$ cat src/rtl/cycles_period_meter.sv
// cycles_period_meter
// Measures the clock-cycle interval between consecutive rising edges of a
// same-clock event input. Reports the last interval, the running min/max and
// a sticky overflow that is set when an interval saturates the counter.
module cycles_period_meter #(
    parameter int WIDTH = 33
) (
    input  logic             clock,
    input  logic             reset,
    input  logic             enable,
    input  logic             clear,
    input  logic             event_in,
    output logic [WIDTH-1:0] period,
    output logic             period_valid,
    output logic [WIDTH-1:0] period_min,
    output logic [WIDTH-1:0] period_max,
    output logic             overflow,
    output logic             busy
);

    localparam logic [WIDTH-1:0] ALL_ONES = '1;
    localparam logic [WIDTH-1:0] ONE      = {{(WIDTH-1){1'b0}}, 1'b1};

    typedef enum logic [1:0] {
        IDLE    = 2'd0,
        ARMED   = 2'd1,
        MEASURE = 2'd2
    } state_t;

    state_t           state_q, state_d;
    logic             event_q, event_d;
    logic [WIDTH-1:0] cnt_q, cnt_d;
    logic [WIDTH-1:0] period_q, period_d;
    logic             period_valid_q, period_valid_d;
    logic [WIDTH-1:0] period_min_q, period_min_d;
    logic [WIDTH-1:0] period_max_q, period_max_d;
    logic             overflow_q, overflow_d;
    logic             busy_q, busy_d;
    logic             evt_edge;

    // Saturating increment: the counter parks at all-ones once it gets there.
    function automatic logic [WIDTH-1:0] sat_inc(input logic [WIDTH-1:0] v);
        return (v == ALL_ONES) ? v : v + ONE;
    endfunction

    // Rising edge of the event; a level already high at enable is not an edge
    // because the delayed copy tracks event_in in every state.
    assign evt_edge = event_in & ~event_q;

    // Next-state logic: clear has priority, then enable, then the FSM proper.
    always_comb begin
        state_d        = state_q;
        event_d        = event_in;
        cnt_d          = cnt_q;
        period_d       = period_q;
        period_valid_d = 1'b0;
        period_min_d   = period_min_q;
        period_max_d   = period_max_q;
        overflow_d     = overflow_q;

        if (clear) begin
            // A simultaneous edge is dropped: it neither reports nor arms.
            period_d     = '0;
            period_min_d = ALL_ONES;
            period_max_d = '0;
            overflow_d   = 1'b0;
            cnt_d        = '0;
            state_d      = enable ? ARMED : IDLE;
        end else if (!enable) begin
            // Results are retained so software can still read them.
            state_d = IDLE;
            cnt_d   = '0;
        end else begin
            case (state_q)
                IDLE: begin
                    // Edges seen while idle never arm; the next one will.
                    state_d = ARMED;
                    cnt_d   = '0;
                end
                ARMED: begin
                    if (evt_edge) begin
                        state_d = MEASURE;
                        cnt_d   = ONE;
                    end
                end
                MEASURE: begin
                    if (evt_edge) begin
                        // cnt already holds t1 - t0 when the closing edge is sampled.
                        period_d       = cnt_q;
                        period_valid_d = 1'b1;
                        period_min_d   = (cnt_q < period_min_q) ? cnt_q : period_min_q;
                        period_max_d   = (cnt_q > period_max_q) ? cnt_q : period_max_q;
                        cnt_d          = ONE;
                    end else begin
                        cnt_d = sat_inc(cnt_q);
                        if (cnt_d == ALL_ONES) begin
                            overflow_d = 1'b1;
                        end
                    end
                end
                default: begin
                    state_d = IDLE;
                    cnt_d   = '0;
                end
            endcase
        end

        busy_d = (state_d != IDLE);
    end

    // State and result registers; reset aborts any interval in progress.
    always_ff @(posedge clock or negedge reset) begin
        if (!reset) begin
            state_q        <= IDLE;
            event_q        <= 1'b0;
            cnt_q          <= '0;
            period_q       <= '0;
            period_valid_q <= 1'b0;
            period_min_q   <= ALL_ONES;
            period_max_q   <= '0;
            overflow_q     <= 1'b0;
            busy_q         <= 1'b0;
        end else begin
            state_q        <= state_d;
            event_q        <= event_d;
            cnt_q          <= cnt_d;
            period_q       <= period_d;
            period_valid_q <= period_valid_d;
            period_min_q   <= period_min_d;
            period_max_q   <= period_max_d;
            overflow_q     <= overflow_d;
            busy_q         <= busy_d;
        end
    end

    assign period       = period_q;
    assign period_valid = period_valid_q;
    assign period_min   = period_min_q;
    assign period_max   = period_max_q;
    assign overflow     = overflow_q;
    assign busy         = busy_q;

endmodule

$ cat config.mk
export PLATFORM = sky130hd
export DESIGN_NAME = cycles_period_meter
export DESIGN_NICKNAME = d
export VERILOG_FILES = /design/src/rtl/cycles_period_meter.sv
export SDC_FILE = /design/constraint.sdc
export NUM_CORES = 1
export LEC_CHECK = 0
export CAP_MARGIN = 5
export CELL_PAD_IN_SITES_DETAIL_PLACEMENT = 0
export CELL_PAD_IN_SITES_GLOBAL_PLACEMENT = 1
export CORE_ASPECT_RATIO = 2
export CORE_MARGIN = 10
export CORE_UTILIZATION = 43
export DETAILED_ROUTE_END_ITERATION = 10
export PLACE_DENSITY = 0.84
export SETUP_SLACK_MARGIN = 0.4
export SYNTH_ARGS = -nofsm -noshare
export SYNTH_HDL_FRONTEND = slang
export SYNTH_SLANG_ARGS = --single-unit
$ cat constraint.sdc
create_clock -name clock -period 3.1 [get_ports clock]
set_clock_uncertainty 0.2 [all_clocks]
set_input_delay 0.775 -clock clock [delete_from_list [all_inputs] [get_ports clock]]
set_output_delay 0.775 -clock clock [all_outputs]
set_load 0.005 [all_outputs]
== Word level (Yosys, flattened, before mapping) ==
Index checks and enable logic that the tools add are counted.

* Register bits after elaboration: 138
* Input port bits: 5
* Output and inout bits: 102
* Word-level logic and storage cells: 66

* $add $sub $neg: 1
* Magnitude comparators: 2
* Equality and inequality tests: 6
* Mux-type cells: 34
* Bitwise operators: 2
* Reductions and logical operators: 12

{| class="wikitable"
|+ Operators with widths
! cell !! count
|-
| $mux W33 || 19
|-
| $eq A33 B33 Y1 const B || 2
|-
| $pmux W33 S2 || 1
|-
| $add A33 B1 Y33 const B || 1
|-
| $gt A33 B33 Y1 || 1
|-
| $lt A33 B33 Y1 || 1
|-
| $reduce_bool A2 Y1 || 7
|-
| $reduce_and A4 Y1 || 3
|-
| $mux W1 || 10
|-
| $mux W2 || 3
|-
| $pmux W2 S3 || 1
|-
| $ne A4 B4 Y1 const B || 1
|-
| $reduce_and A3 Y1 || 1
|-
| $eq A2 B1 Y1 const B || 1
|-
| $eq A2 B2 Y1 const B || 1
|-
| $logic_not A2 Y1 || 1
|-
| $ne A2 B2 Y1 const B || 1
|-
| $and A1 B1 Y1 || 1
|-
| $not A1 Y1 || 1
|}

== Longest topological paths before layout ==
* Word-level depth: 8
* Depth in mapped cells: 11
* Mapped depth without buffers: 9

== Worst setup path before layout ==
No wires, ideal clock.

* Kind: register to register
* From: register period_min_q[6], in the netlist period_min[6]
* To: register period_min_q[10], in the netlist period_min[10]
* Library setup time: 103 ps
* Data arrival time: 2396 ps
* Data required time: 2797 ps
* Path slack: 401 ps
* Stages on the path, launching flop included: 12
* Buffers on the path: 2
* Period minus slack after synthesis: 2699 ps
* Cell sequence: dfstp_2 -> inv_1 -> ha_1 -> a21o_1 -> a21o_1 -> a221o_1 -> a31oi_1 -> o2111a_1 -> o21a_1 -> buf_2 -> buf_2 -> o221ai_1

* Word-level cells in the longest chain between the ends: 3

{| class="wikitable"
|+ RTL lines
! what !! line !! text
|-
| start, declared || 35 || <nowiki>logic [WIDTH-1:0] period_min_q, period_min_d;</nowiki>
|-
| start signal, assigned || 129 || <nowiki>period_min_q <= period_min_d;</nowiki>
|-
| $lt A33 B33 Y1 || 91 || <nowiki>period_min_d = (cnt_q < period_min_q) ? cnt_q : period_min_q;</nowiki>
|-
| $reduce_bool A2 Y1 (no line) || -- ||
|-
| $reduce_and A4 Y1 (no line) || -- ||
|}

Every way passes these cells.
A chain may end at the register's enable or synchronous reset.

== Worst setup path after layout ==
* From: register cnt_q[3]
* To: register period_max_q[7], in the netlist period_max[7]

* Word-level cells in the longest chain between the ends: 3

{| class="wikitable"
|+ RTL lines
! what !! line !! text
|-
| start, declared || 32 || <nowiki>logic [WIDTH-1:0] cnt_q, cnt_d;</nowiki>
|-
| start signal, assigned || 126 || <nowiki>cnt_q <= cnt_d;</nowiki>
|-
| $gt A33 B33 Y1 || 92 || <nowiki>period_max_d = (cnt_q > period_max_q) ? cnt_q : period_max_q;</nowiki>
|-
| $reduce_bool A2 Y1 (no line) || -- ||
|-
| $reduce_and A4 Y1 (no line) || -- ||
|-
| end signal, assigned || 130 || <nowiki>period_max_q <= period_max_d;</nowiki>
|-
| end, declared || 36 || <nowiki>logic [WIDTH-1:0] period_max_q, period_max_d;</nowiki>
|}

Every way passes these cells.

==> results.sh <==
export IMPL_die_span_x_um=118
export IMPL_timing_worst_setup_path_type="flop to flop"
export IMPL_path_clk_slew_ps=60
export IMPL_worst_pin_slew_ps=612
export IMPL_row_count=71
export IMPL_routabilityCongestion=0.958
export IMPL_n_antenna_cell=0
export IMPL_syn_area_per_cell_um2=9.73
export IMPL_synthDistinctLibCells=65
export IMPL_timing_critical_path_cells="ha_4 > nand4_1 > nor4_2 > nand4_1 > buf_4 > a32o_2 > a211oi_4 > buf_6 > buf_16 > a22o_1"
export IMPL_power_density_mw_per_mm2=352
export IMPL_cts_tree="done"
export IMPL_critical_path_endpoint_type="flop"
export IMPL_nets=1126
export IMPL_number_of_nets_in_the_synthesized_netlist=918
export IMPL_start_util_pct=43.6
export IMPL_period_minus_slack_ps=2900
export IMPL_max_slew_margin_rel_pct=59.2
export IMPL_unrepaired_setup_endpoints_after_global_routing="true"
export IMPL_dr_total_vias=7876
export IMPL_number_of_maximum_capacitance_constraint_violations=0
export IMPL_fraction_of_registers_with_async_set_reset_pct=100
export IMPL_holdCritPathClass="input port to async pin"
export IMPL_clock_sinks=138
export IMPL_max_freq_ghz=0.345
export IMPL_portBuffers=106
export IMPL_count_of_buffer_and_inverter_cells_on_the_critical_path=3
export IMPL_setup_reg_to_reg_worst_slack_ps=200
export IMPL_firstDrtPassIters=6
export IMPL_postSynthCellCount=843
export IMPL_grt_total_usage_pct=23.0
export IMPL_cts_buffers_inserted=17
export IMPL_clk_lat_worst_skew_ps=430
export IMPL_num_io_pins=107
export IMPL_timing_critical_path_from="cnt_q[3]"
export IMPL_htreeDepth=4
export IMPL_die_height_um=215
export IMPL_post_route_cells_drive_above_1_share_pct=30.9
export IMPL_globalRoute_totalOverflow=0
export IMPL_layoutNonFillerInstCount=1319
export IMPL_number_of_filler_instances_in_the_final_layout=1526
export IMPL_placeableCoreArea_mm2=0.0188
export IMPL_clock_tree_root_cell="sky130_fd_sc_hd__clkbuf_16"
export IMPL_grt_start_max_net_pins=63
export IMPL_drtIter0Drc=650
export IMPL_period_share_pct=93.4
export IMPL_remaining_drc_errors=0
export IMPL_ant_nets=0
export IMPL_clk_path_buf_depth=2
export IMPL_synth_enable_flop_cells=0
export IMPL_grt_antenna_before_repair=0
export IMPL_hold_viol=0
export IMPL_worst_endpoint_arrival_ps=3060
export IMPL_numPlacedInstances=1232
export IMPL_critPathMaxStageDelay_ps=440
export IMPL_synth_ff_latch_count=138
export IMPL_critical_path_top_cell_by_count="sky130_fd_sc_hd__nand4_1"
export IMPL_top_delay_family_on_crit_path="simple AND/OR/NAND/NOR gates"
export IMPL_sequential_cell_area_fraction_in_the_yosys_report_pct=42.6
export IMPL_cts_hold_repair_buffers=0
export IMPL_stdcell_area_mm2=0.0120
export IMPL_dpl_cell_area_mm2=0.0101
export IMPL_mappedNetlistArea_mm2=0.00821
export IMPL_outcome="finished clean"
export IMPL_rr_startpoint="cnt_q[3]"
export IMPL_average_routed_wire_per_standard_cell_um=23.3
export IMPL_peakVddDrop_mv=0.326
export IMPL_crit_required_ps=3270
export IMPL_setup_violations=0
export IMPL_critical_path_slowest_cell="sky130_fd_sc_hd__dfrtp_2"
export IMPL_ys_warn_count=0
export IMPL_design_die_area_mm2=0.0253
export IMPL_leakagePower_nw=5.41
export IMPL_cp_max_fo=8
export IMPL_synth_top_flop_cell="sky130_fd_sc_hd__dfrtp_1"
export IMPL_pre_cts_ws_ps=-23.2
export IMPL_setup_ws_ps=205
export IMPL_timing_max_transition_violations_final=0
export IMPL_detail_route_wirelength_um=30700
export IMPL_grt_first_pass_wirelength_um=46000
export IMPL_areaGrowthSynthToFinish_pct=45.9
export IMPL_avgViaCountPerCell=5.97
export IMPL_postLayoutCoreUtil_pct=63.6
export IMPL_finalHoldWorstSlack_ps=144
export IMPL_worstSetupStartpointType="flop"
export IMPL_place_hpwl_um=20300
export IMPL_first_global_vias=8150
report_power, final:
part	leakage (nW)	internal [mW]	switching, mW	total (mW)
sequential	1.79	1.81	0.00303	1.81
combinational	3.31	0.0571	0.112	0.169
clock	0.308	1.40	0.831	2.23
placed cells by master, fill, tap and decap left out, types with 11 or more instances in the layout:
master / n
sky130_fd_sc_hd__buf_6: 14
sky130_fd_sc_hd__a21o_1: 20
sky130_fd_sc_hd__nand2_1: 66
sky130_fd_sc_hd__buf_12: 12
sky130_fd_sc_hd__nor2_1: 26
sky130_fd_sc_hd__clkbuf_16: 20
sky130_fd_sc_hd__nand4_1: 20
sky130_fd_sc_hd__inv_1: 74
sky130_fd_sc_hd__o21ai_0: 58
sky130_fd_sc_hd__clkdlybuf4s50_1: 105
sky130_fd_sc_hd__o221ai_2: 27
sky130_fd_sc_hd__buf_4: 112
sky130_fd_sc_hd__a31oi_1: 11
sky130_fd_sc_hd__nand3_1: 21
sky130_fd_sc_hd__ha_1: 60
sky130_fd_sc_hd__a21oi_1: 37
sky130_fd_sc_hd__dfrtp_1: 95
sky130_fd_sc_hd__a22o_1: 69
sky130_fd_sc_hd__dfstp_2: 33
metrics by stage:
step / power (mW) / setup TNS (ps)
finish: 4.21 / 0
detailed placement: 1.97 / -33.5
global route: 4.31 / 0
floorplan: 1.89 / 0
global placement: 1.97 / -82.1
CTS: 4.22 / 0
state kept, by name (all words and copies together) (netlist names):
| name | count |
|---|---|
| cnt_q | 33 |
| period_min | 33 |
| event_q | 1 |
| busy | 1 |
| period | 33 |
| state_q | 2 |
| period_valid | 1 |
| overflow | 1 |
| period_max | 33 |
cells by family after synthesis:
group                    count (synthesis)  share of synthesized area, %
adder cells (fa/ha/maj)                 70                          10.7
AND/OR/NAND/NOR                        208                          13.7
XOR/XNOR                                 7                         0.747
multiplexers                             2                         0.244
flip-flops                             138                          42.6
AO/OA/AOI/OAI                          276                          24.5
buffers and inverters                  142                          7.53
per-layer routing:
metal	GRT usage (%)	vias up	routed length (µm)
met5	0	-	0
li1	-	3514	-
met1	23.0	3921	10800
met3	5.62	108	1750
met4	12.6	0	1670
met2	42.4	333	16500
area by class of cell:
class	count	area [µm²]	area share [%]
multi-input combinational	563	4670	39.0
sequential	138	3510	29.3
timing repair buffer	253	2530	21.2
clock buffer	23	508	4.24
tap	255	319	2.67
inverter	78	293	2.45
clock inverter	9	135	1.13
cells in the mapped netlist (3+ instances only):
library cell,instances,share of area [%]
sky130_fd_sc_hd__or2_2,4,0.30
sky130_fd_sc_hd__dfstp_2,33,11
sky130_fd_sc_hd__nand4_4,3,0.78
sky130_fd_sc_hd__o2111ai_1,4,0.43
sky130_fd_sc_hd__dfrtp_1,105,32
sky130_fd_sc_hd__o31ai_1,11,1.0
sky130_fd_sc_hd__a31oi_1,11,0.84
sky130_fd_sc_hd__nand2_1,69,3.2
sky130_fd_sc_hd__a21oi_1,40,2.4
sky130_fd_sc_hd__nand4_1,20,1.5
sky130_fd_sc_hd__and3_1,9,0.69
sky130_fd_sc_hd__o221ai_1,32,3.4
sky130_fd_sc_hd__buf_2,16,0.98
sky130_fd_sc_hd__nor3_1,8,0.49
sky130_fd_sc_hd__o22ai_1,3,0.23
sky130_fd_sc_hd__a21o_1,20,1.8
sky130_fd_sc_hd__nand2b_1,3,0.23
sky130_fd_sc_hd__buf_6,3,0.41
sky130_fd_sc_hd__nor2b_1,3,0.23
sky130_fd_sc_hd__and2_1,4,0.30
sky130_fd_sc_hd__nor2_1,32,1.5
sky130_fd_sc_hd__o21ai_0,61,3.7
sky130_fd_sc_hd__a211oi_1,3,0.27
sky130_fd_sc_hd__inv_1,77,3.5
sky130_fd_sc_hd__clkbuf_1,32,1.5
sky130_fd_sc_hd__nand3_1,23,1.4
sky130_fd_sc_hd__buf_4,11,1.0
sky130_fd_sc_hd__o41ai_1,4,0.43
sky130_fd_sc_hd__xnor2_1,5,0.53
sky130_fd_sc_hd__nand2_2,4,0.30
sky130_fd_sc_hd__nor4_1,9,0.69
sky130_fd_sc_hd__a22o_1,69,7.4
sky130_fd_sc_hd__a32o_1,4,0.49
sky130_fd_sc_hd__ha_1,70,11
path summary, 6_finish.rpt:
kind | end | cells past startpoint
worst min-delay path | period[23] | 1
max in group asynchronous | period_min[1] | 2
worst max-delay path | period_max[7] | 10
worst max register to register | period_max[7] | 10
min in group clock | period[22] | 1
worst min register to register | period[22] | 1
what timing repair did:
item                       in CTS  in global routing
setup endpoints to repair      71                 85
cloned                          6                  4
pin swaps                      23                 56
buffers inserted               21                 24
resized for setup              74                 59
Note: power is estimated with default switching activity, not from simulation.
